[src/rtl/fft_bfly_scheduler.sv]
// fft_bfly_scheduler: radix-2 in-place FFT butterfly address/twiddle sequencer.
// Issues N/2 butterflies per stage over N_LOG2 stages. A barrier between
// stages waits for every write-back of the previous stage before the next
// stage issues. All outputs are registered.
// Optional feature: define FFT_BFLY_SCALE_EN to raise bf_scale alongside every
// bf_valid, which asks the datapath for a 1/2 scaling on each stage. When it is
// undefined, bf_scale is tied low.
module fft_bfly_scheduler #(
  parameter int N_LOG2 = 3
) (
  input  logic                        clk,
  input  logic                        rst_n,
  input  logic                        start,
  output logic                        busy,
  output logic                        done,
  output logic                        bf_valid,
  input  logic                        bf_ready,
  output logic [N_LOG2-1:0]           addr_a,
  output logic [N_LOG2-1:0]           addr_b,
  output logic [N_LOG2-2:0]           tw_idx,
  output logic [$clog2(N_LOG2+1)-1:0] stage,
  output logic                        bf_scale,
  input  logic                        wb_valid,
  output logic                        err
);

  localparam int AW = N_LOG2;
  localparam int KW = N_LOG2 - 1;
  localparam int SW = $clog2(N_LOG2 + 1);

  localparam logic [1:0] S_IDLE  = 2'd0;
  localparam logic [1:0] S_ISSUE = 2'd1;
  localparam logic [1:0] S_DRAIN = 2'd2;

  localparam logic [KW-1:0] K_LAST     = {KW{1'b1}};
  localparam logic [KW-1:0] K_ONE      = KW'(1);
  localparam logic [SW-1:0] STAGE_LAST = SW'(N_LOG2 - 1);
  localparam logic [SW-1:0] S_ONE      = SW'(1);
  localparam logic [AW-1:0] A_ONE      = AW'(1);

  logic [1:0]    state_q, state_d;
  logic [KW-1:0] k_q, k_d;
  logic [SW-1:0] stage_q, stage_d;
  logic [AW-1:0] outstanding_q, outstanding_d;
  logic          busy_q, busy_d;
  logic          done_q, done_d;
  logic          valid_q, valid_d;
  logic          scale_q, scale_d;
  logic          err_q, err_d;
  logic [AW-1:0] addr_a_q, addr_a_d;
  logic [AW-1:0] addr_b_q, addr_b_d;
  logic [KW-1:0] tw_q, tw_d;

  logic          accept_s;
  logic          wb_dec_s;
  logic [AW-1:0] k_ext_s, half_s, mask_s, pos_s, a_s, b_s;
  logic [KW-1:0] t_s;

  assign accept_s = valid_q & bf_ready;
  // A write-back with nothing outstanding is a protocol error and never decrements.
  assign wb_dec_s = wb_valid & (outstanding_q != {AW{1'b0}});
  assign err_d    = err_q | (wb_valid & (outstanding_q == {AW{1'b0}}));

  // Outstanding butterfly counter: +1 on accept, -1 on legal write-back.
  always_comb begin
    outstanding_d = outstanding_q;
    case ({accept_s, wb_dec_s})
      2'b10:   outstanding_d = outstanding_q + A_ONE;
      2'b01:   outstanding_d = outstanding_q - A_ONE;
      default: outstanding_d = outstanding_q;
    endcase
  end

  // Sequencer FSM: butterfly index, stage and the stage barrier.
  always_comb begin
    state_d = state_q;
    k_d     = k_q;
    stage_d = stage_q;
    valid_d = valid_q;
    done_d  = 1'b0;
    case (state_q)
      S_IDLE: begin
        if (start) begin
          state_d = S_ISSUE;
          k_d     = {KW{1'b0}};
          stage_d = {SW{1'b0}};
          valid_d = 1'b1;
        end else begin
          valid_d = 1'b0;
        end
      end
      S_ISSUE: begin
        if (accept_s) begin
          if (k_q == K_LAST) begin
            state_d = S_DRAIN;
            valid_d = 1'b0;
          end else begin
            k_d = k_q + K_ONE;
          end
        end else begin
          valid_d = 1'b1;
        end
      end
      S_DRAIN: begin
        // Leave as soon as the last write-back lands, so the next stage
        // issues in the cycle right after it.
        if (outstanding_d == {AW{1'b0}}) begin
          k_d = {KW{1'b0}};
          if (stage_q == STAGE_LAST) begin
            state_d = S_IDLE;
            stage_d = {SW{1'b0}};
            done_d  = 1'b1;
          end else begin
            state_d = S_ISSUE;
            stage_d = stage_q + S_ONE;
            valid_d = 1'b1;
          end
        end else begin
          valid_d = 1'b0;
        end
      end
      default: begin
        state_d = S_IDLE;
        k_d     = {KW{1'b0}};
        stage_d = {SW{1'b0}};
        valid_d = 1'b0;
      end
    endcase
  end

  // Address and twiddle for the next butterfly; zero whenever idle.
  always_comb begin
    k_ext_s = {1'b0, k_d};
    half_s  = A_ONE << stage_d;
    mask_s  = half_s - A_ONE;
    pos_s   = k_ext_s & mask_s;
    a_s     = ((k_ext_s & ~mask_s) << 1) | pos_s;
    b_s     = a_s | half_s;
    t_s     = pos_s[KW-1:0] << (STAGE_LAST - stage_d);
    busy_d  = (state_d != S_IDLE);
    if (state_d != S_IDLE) begin
      addr_a_d = a_s;
      addr_b_d = b_s;
      tw_d     = t_s;
    end else begin
      addr_a_d = {AW{1'b0}};
      addr_b_d = {AW{1'b0}};
      tw_d     = {KW{1'b0}};
    end
`ifdef FFT_BFLY_SCALE_EN
    scale_d = valid_d;
`else
    scale_d = 1'b0;
`endif
  end

  // State and output registers with asynchronous clear.
  always_ff @(posedge clk or negedge rst_n) begin
    if (!rst_n) begin
      state_q       <= S_IDLE;
      k_q           <= {KW{1'b0}};
      stage_q       <= {SW{1'b0}};
      outstanding_q <= {AW{1'b0}};
      busy_q        <= 1'b0;
      done_q        <= 1'b0;
      valid_q       <= 1'b0;
      scale_q       <= 1'b0;
      err_q         <= 1'b0;
      addr_a_q      <= {AW{1'b0}};
      addr_b_q      <= {AW{1'b0}};
      tw_q          <= {KW{1'b0}};
    end else begin
      state_q       <= state_d;
      k_q           <= k_d;
      stage_q       <= stage_d;
      outstanding_q <= outstanding_d;
      busy_q        <= busy_d;
      done_q        <= done_d;
      valid_q       <= valid_d;
      scale_q       <= scale_d;
      err_q         <= err_d;
      addr_a_q      <= addr_a_d;
      addr_b_q      <= addr_b_d;
      tw_q          <= tw_d;
    end
  end

  assign busy     = busy_q;
  assign done     = done_q;
  assign bf_valid = valid_q;
  assign bf_scale = scale_q;
  assign err      = err_q;
  assign addr_a   = addr_a_q;
  assign addr_b   = addr_b_q;
  assign tw_idx   = tw_q;
  assign stage    = stage_q;

endmodule

[config.mk]
export PLATFORM = sky130hd
export DESIGN_NAME = fft_bfly_scheduler
export DESIGN_NICKNAME = d
export VERILOG_FILES = /design/src/rtl/fft_bfly_scheduler.sv
export SDC_FILE = /design/constraint.sdc
export NUM_CORES = 1
export LEC_CHECK = 0
export BUFFER_PORTS_ARGS = -buffer_cell sky130_fd_sc_hd__buf_4
export CAP_MARGIN = 15
export CORE_ASPECT_RATIO = 0.75
export CORE_MARGIN = 8
export CORE_UTILIZATION = 49
export CTS_CLUSTER_SIZE = 8
export DETAILED_ROUTE_END_ITERATION = 12
export PLACE_DENSITY = 0.75
export SYNTH_ARGS = -nofsm -noshare
export SYNTH_HDL_FRONTEND = slang
export SYNTH_SLANG_ARGS = --single-unit
[constraint.sdc]
create_clock -name clk -period 3.5 [get_ports clk]
set_clock_uncertainty 0.05 [all_clocks]
set_input_delay 0.525 -clock clk [delete_from_list [all_inputs] [get_ports clk]]
set_output_delay 0.525 -clock clk [all_outputs]
set_load 0.005 [all_outputs]
==> results.toml <==
[status]
status = "complete, no violations"

[layout]
postLayoutCellArea_sq_mm = 0.00145
finalNetCount = 153
area_growth_pct = 22.1
stdcell_count = 177
final_common_cell = "buf_4"
final_cell_mix = "25 x buf_4, 20 x dfrtp_1, 13 x nor2_1"
diodes = 0
drive_gt1_frac = 0.322

[yosys]
synth_edf_count = 0
yosysTopAreaCell = "dfrtp_1"
yosysSeqAreaShare = 0.442
netlist_instances = 116
synthFlopType = "dfrtp_1"
synth_cell_types = 47
async_flop_share = 1.00
synthesis.nets = 125
synth.area.top_cells = "dfrtp_1 44%, nor2_1 4.1%, ha_1 3.2%, inv_1 3.2%, nand2_1 2.8%"
synth_area_per_cell_sq_um = 10.2
ys_seq_elements = 21
synth_top_area_share = 0.442
synth_warnings = 0
synth_area_sq_mm = 0.00119

[place]
port-buffer-count = 18
dpl_cell_area_sq_mm = 0.00139
routabilityCongestion = 0.937
dp_hpwl_mm = 2.05
place_inst = 171
pre_cts_ws_ns = 0.0273

[setup_path]
endpoint_kind = "register"
path_max_fanout = 7
path_class = "reg -> reg"
required_ns = 3.63
r2r_cells = 15
r2r_slack_ns = 0.23
timing.rr.end = "tw_idx[1]"
startpoint = "outstanding_q[0]"
critPathArrivalTime_ns = 3.40
timing.rr.start = "outstanding_q[0]"
endpoint = "tw_idx[1]"
cp-start-kind = "register"

[sta]
max_freq_mhz = 306
layout_worst_path_cycle_share = 0.934
rsz0062_at_grt = "no"
setup_viol = 0
hold_viol_final = 0
fin_ws_ns = 0.231
setup_tns_ns = 0
final_max_slew_viol_count = 0
period_minus_slack_ns = 3.27

[clock_network]
insertion_delay_ns = 0.30
cts.reportedPaths.clkPinSlew_ns = 0.12
htree_levels = 1
clockBufferDepth = 2
cts_buffers = 3
cts.sinks = 21
clk_root_buffer_cell = "clkbuf_4"
ctsHoldBuffers = 0
cts_tree = "done"

[routing]
top_layer = "met4"
dr_wl_met2_mm = 1.10
met3_length_um = 115
drc = 0
first_pass_iters = 4
postRouteAntennaNets = 0
met1_length_mm = 1.33
dr.first_iter.drc_count = 20
wl_per_cell_um = 14.6
dr_total_vias = 912
wl_mm = 2.58
viasPerCell = 5.15

[pwr]
p_leak_uw = 0.000662
p_per_area_mw_per_mm2 = 836
max-vdd-ir-drop_mv = 0.444

[die]
dieArea_sq_mm = 0.00427
start_util = 0.515
pin_count = 20
core_sq_mm = 0.00231
num_rows = 15
dieHeight_um = 58.7
fp.dieW_um = 72.9

[grt]
grt_pass1_vias = 878
grt_max_degree = 22
grt_first_pass_wirelength_mm = 4.34
antenna_found_initial = 0
overflow = 0
grtUsageTotal = 0.129

[worst_hold_path]
hp-class = "in -> async"

[run]
cap_violations = 0
## repair_timing
| action | 4_1_cts | 5_1_grt |
|---|---|---|
| setup buffers | 0 | 2 |
| setup endpoints to repair | 0 | 4 |
| resized for setup | 0 | 4 |
## cell usage after synthesis (all sizes together), types with 2 or more instances
cell type and count:
a221oi 2, a32o 2, a21oi 5, ha 3, nor2b 3, and2 2, nor3 4, nor2 14
nand2 9, xnor2 3, a21o 2, dfrtp 21, a22o 2, inv 11, o21ai 5, nand2b 3
## flip-flops by register name (all words and copies together) (netlist names), 2 cells and up
signal	count
outstanding_q	3
addr_b	3
tw_idx	2
state_q	2
addr_a	3
k_q	2
stage	2
## where the power goes
group | leakage (uW) | internal (uW) | switching (uW)
registers | 0.000253 | 330 | 68.3
logic | 0.000394 | 334 | 367
clock network | 0.0000150 | 44.4 | 69.8
total | 0.000662 | 708 | 505
## per-stage QoR
| step | power [uW] | hold WS [ns] | utilization |
|---|---|---|---|
| final | 1210 | 0.0275 | 0.629 |
| after global routing | 1310 | 0.0363 | 0.629 |
| after CTS | 1160 | 0.0308 | 0.615 |
| after detailed placement | 1050 | 0.372 | 0.603 |
| after global placement | 1020 | 0.368 | 0.603 |
| after floorplan | 832 | 0.179 | - |
## worst max-delay path, stage by stage, from the launching register on
cell and delay, ns:
dfrtp_2 0.44, nor3_4 0.07, nor2b_1 0.12, ha_1 0.22, inv_1 0.07, fa_1 0.40
xnor2_2 0.17, mux2_2 0.38, o21ai_1 0.19, nand2_1 0.12, a32oi_2 0.21, ha_2 0.29
xor2_1 0.20, nor2_1 0.05, o21ai_0 0.08, a21boi_1 0.09
## cell families (layout without fill, tap and decap cells)
kind of cell	Yosys count	count (layout)	synth area share
AND/OR/NAND/NOR	39	39	0.178
flip-flops	21	21	0.442
buffers and inverters	14	41	0.0484
multiplexers	2	2	0.0284
AO/OA/AOI/OAI	31	31	0.216
adder cells (fa/ha/maj)	4	4	0.0484
XOR/XNOR	4	4	0.0358
other	1	1	0.00315
## per-layer routing
layer | GRT usage | up-vias
met4 | 0.0341 | 0
met5 | 0 | -
met3 | 0.0475 | 4
met1 | 0.182 | 423
li1 | - | 463
met2 | 0.179 | 22
## how the worst min path moves through the flow
stage          slack (ns)  cells past startpoint          endpoint  startpoint
3_3_place_gp         0.37                      1               err       rst_n
5_1_grt              0.04                      1  outstanding_q[1]       rst_n
6_report             0.03                      1               err       rst_n
4_1_cts              0.03                      1               err       rst_n
2_1_floorplan        0.18                      0         addr_a[0]       rst_n
3_5_place_dp         0.37                      1               err       rst_n
## layout make-up
class	count	area (sq um)
Fill cell	200	857
Multi-Input combinational cell	81	622
Sequential cell	21	527
Timing Repair Buffer	25	188
Inverter	12	46.3
Tap cell	34	42.5
Clock buffer	4	26.3
(Power assumes the default switching activity.)
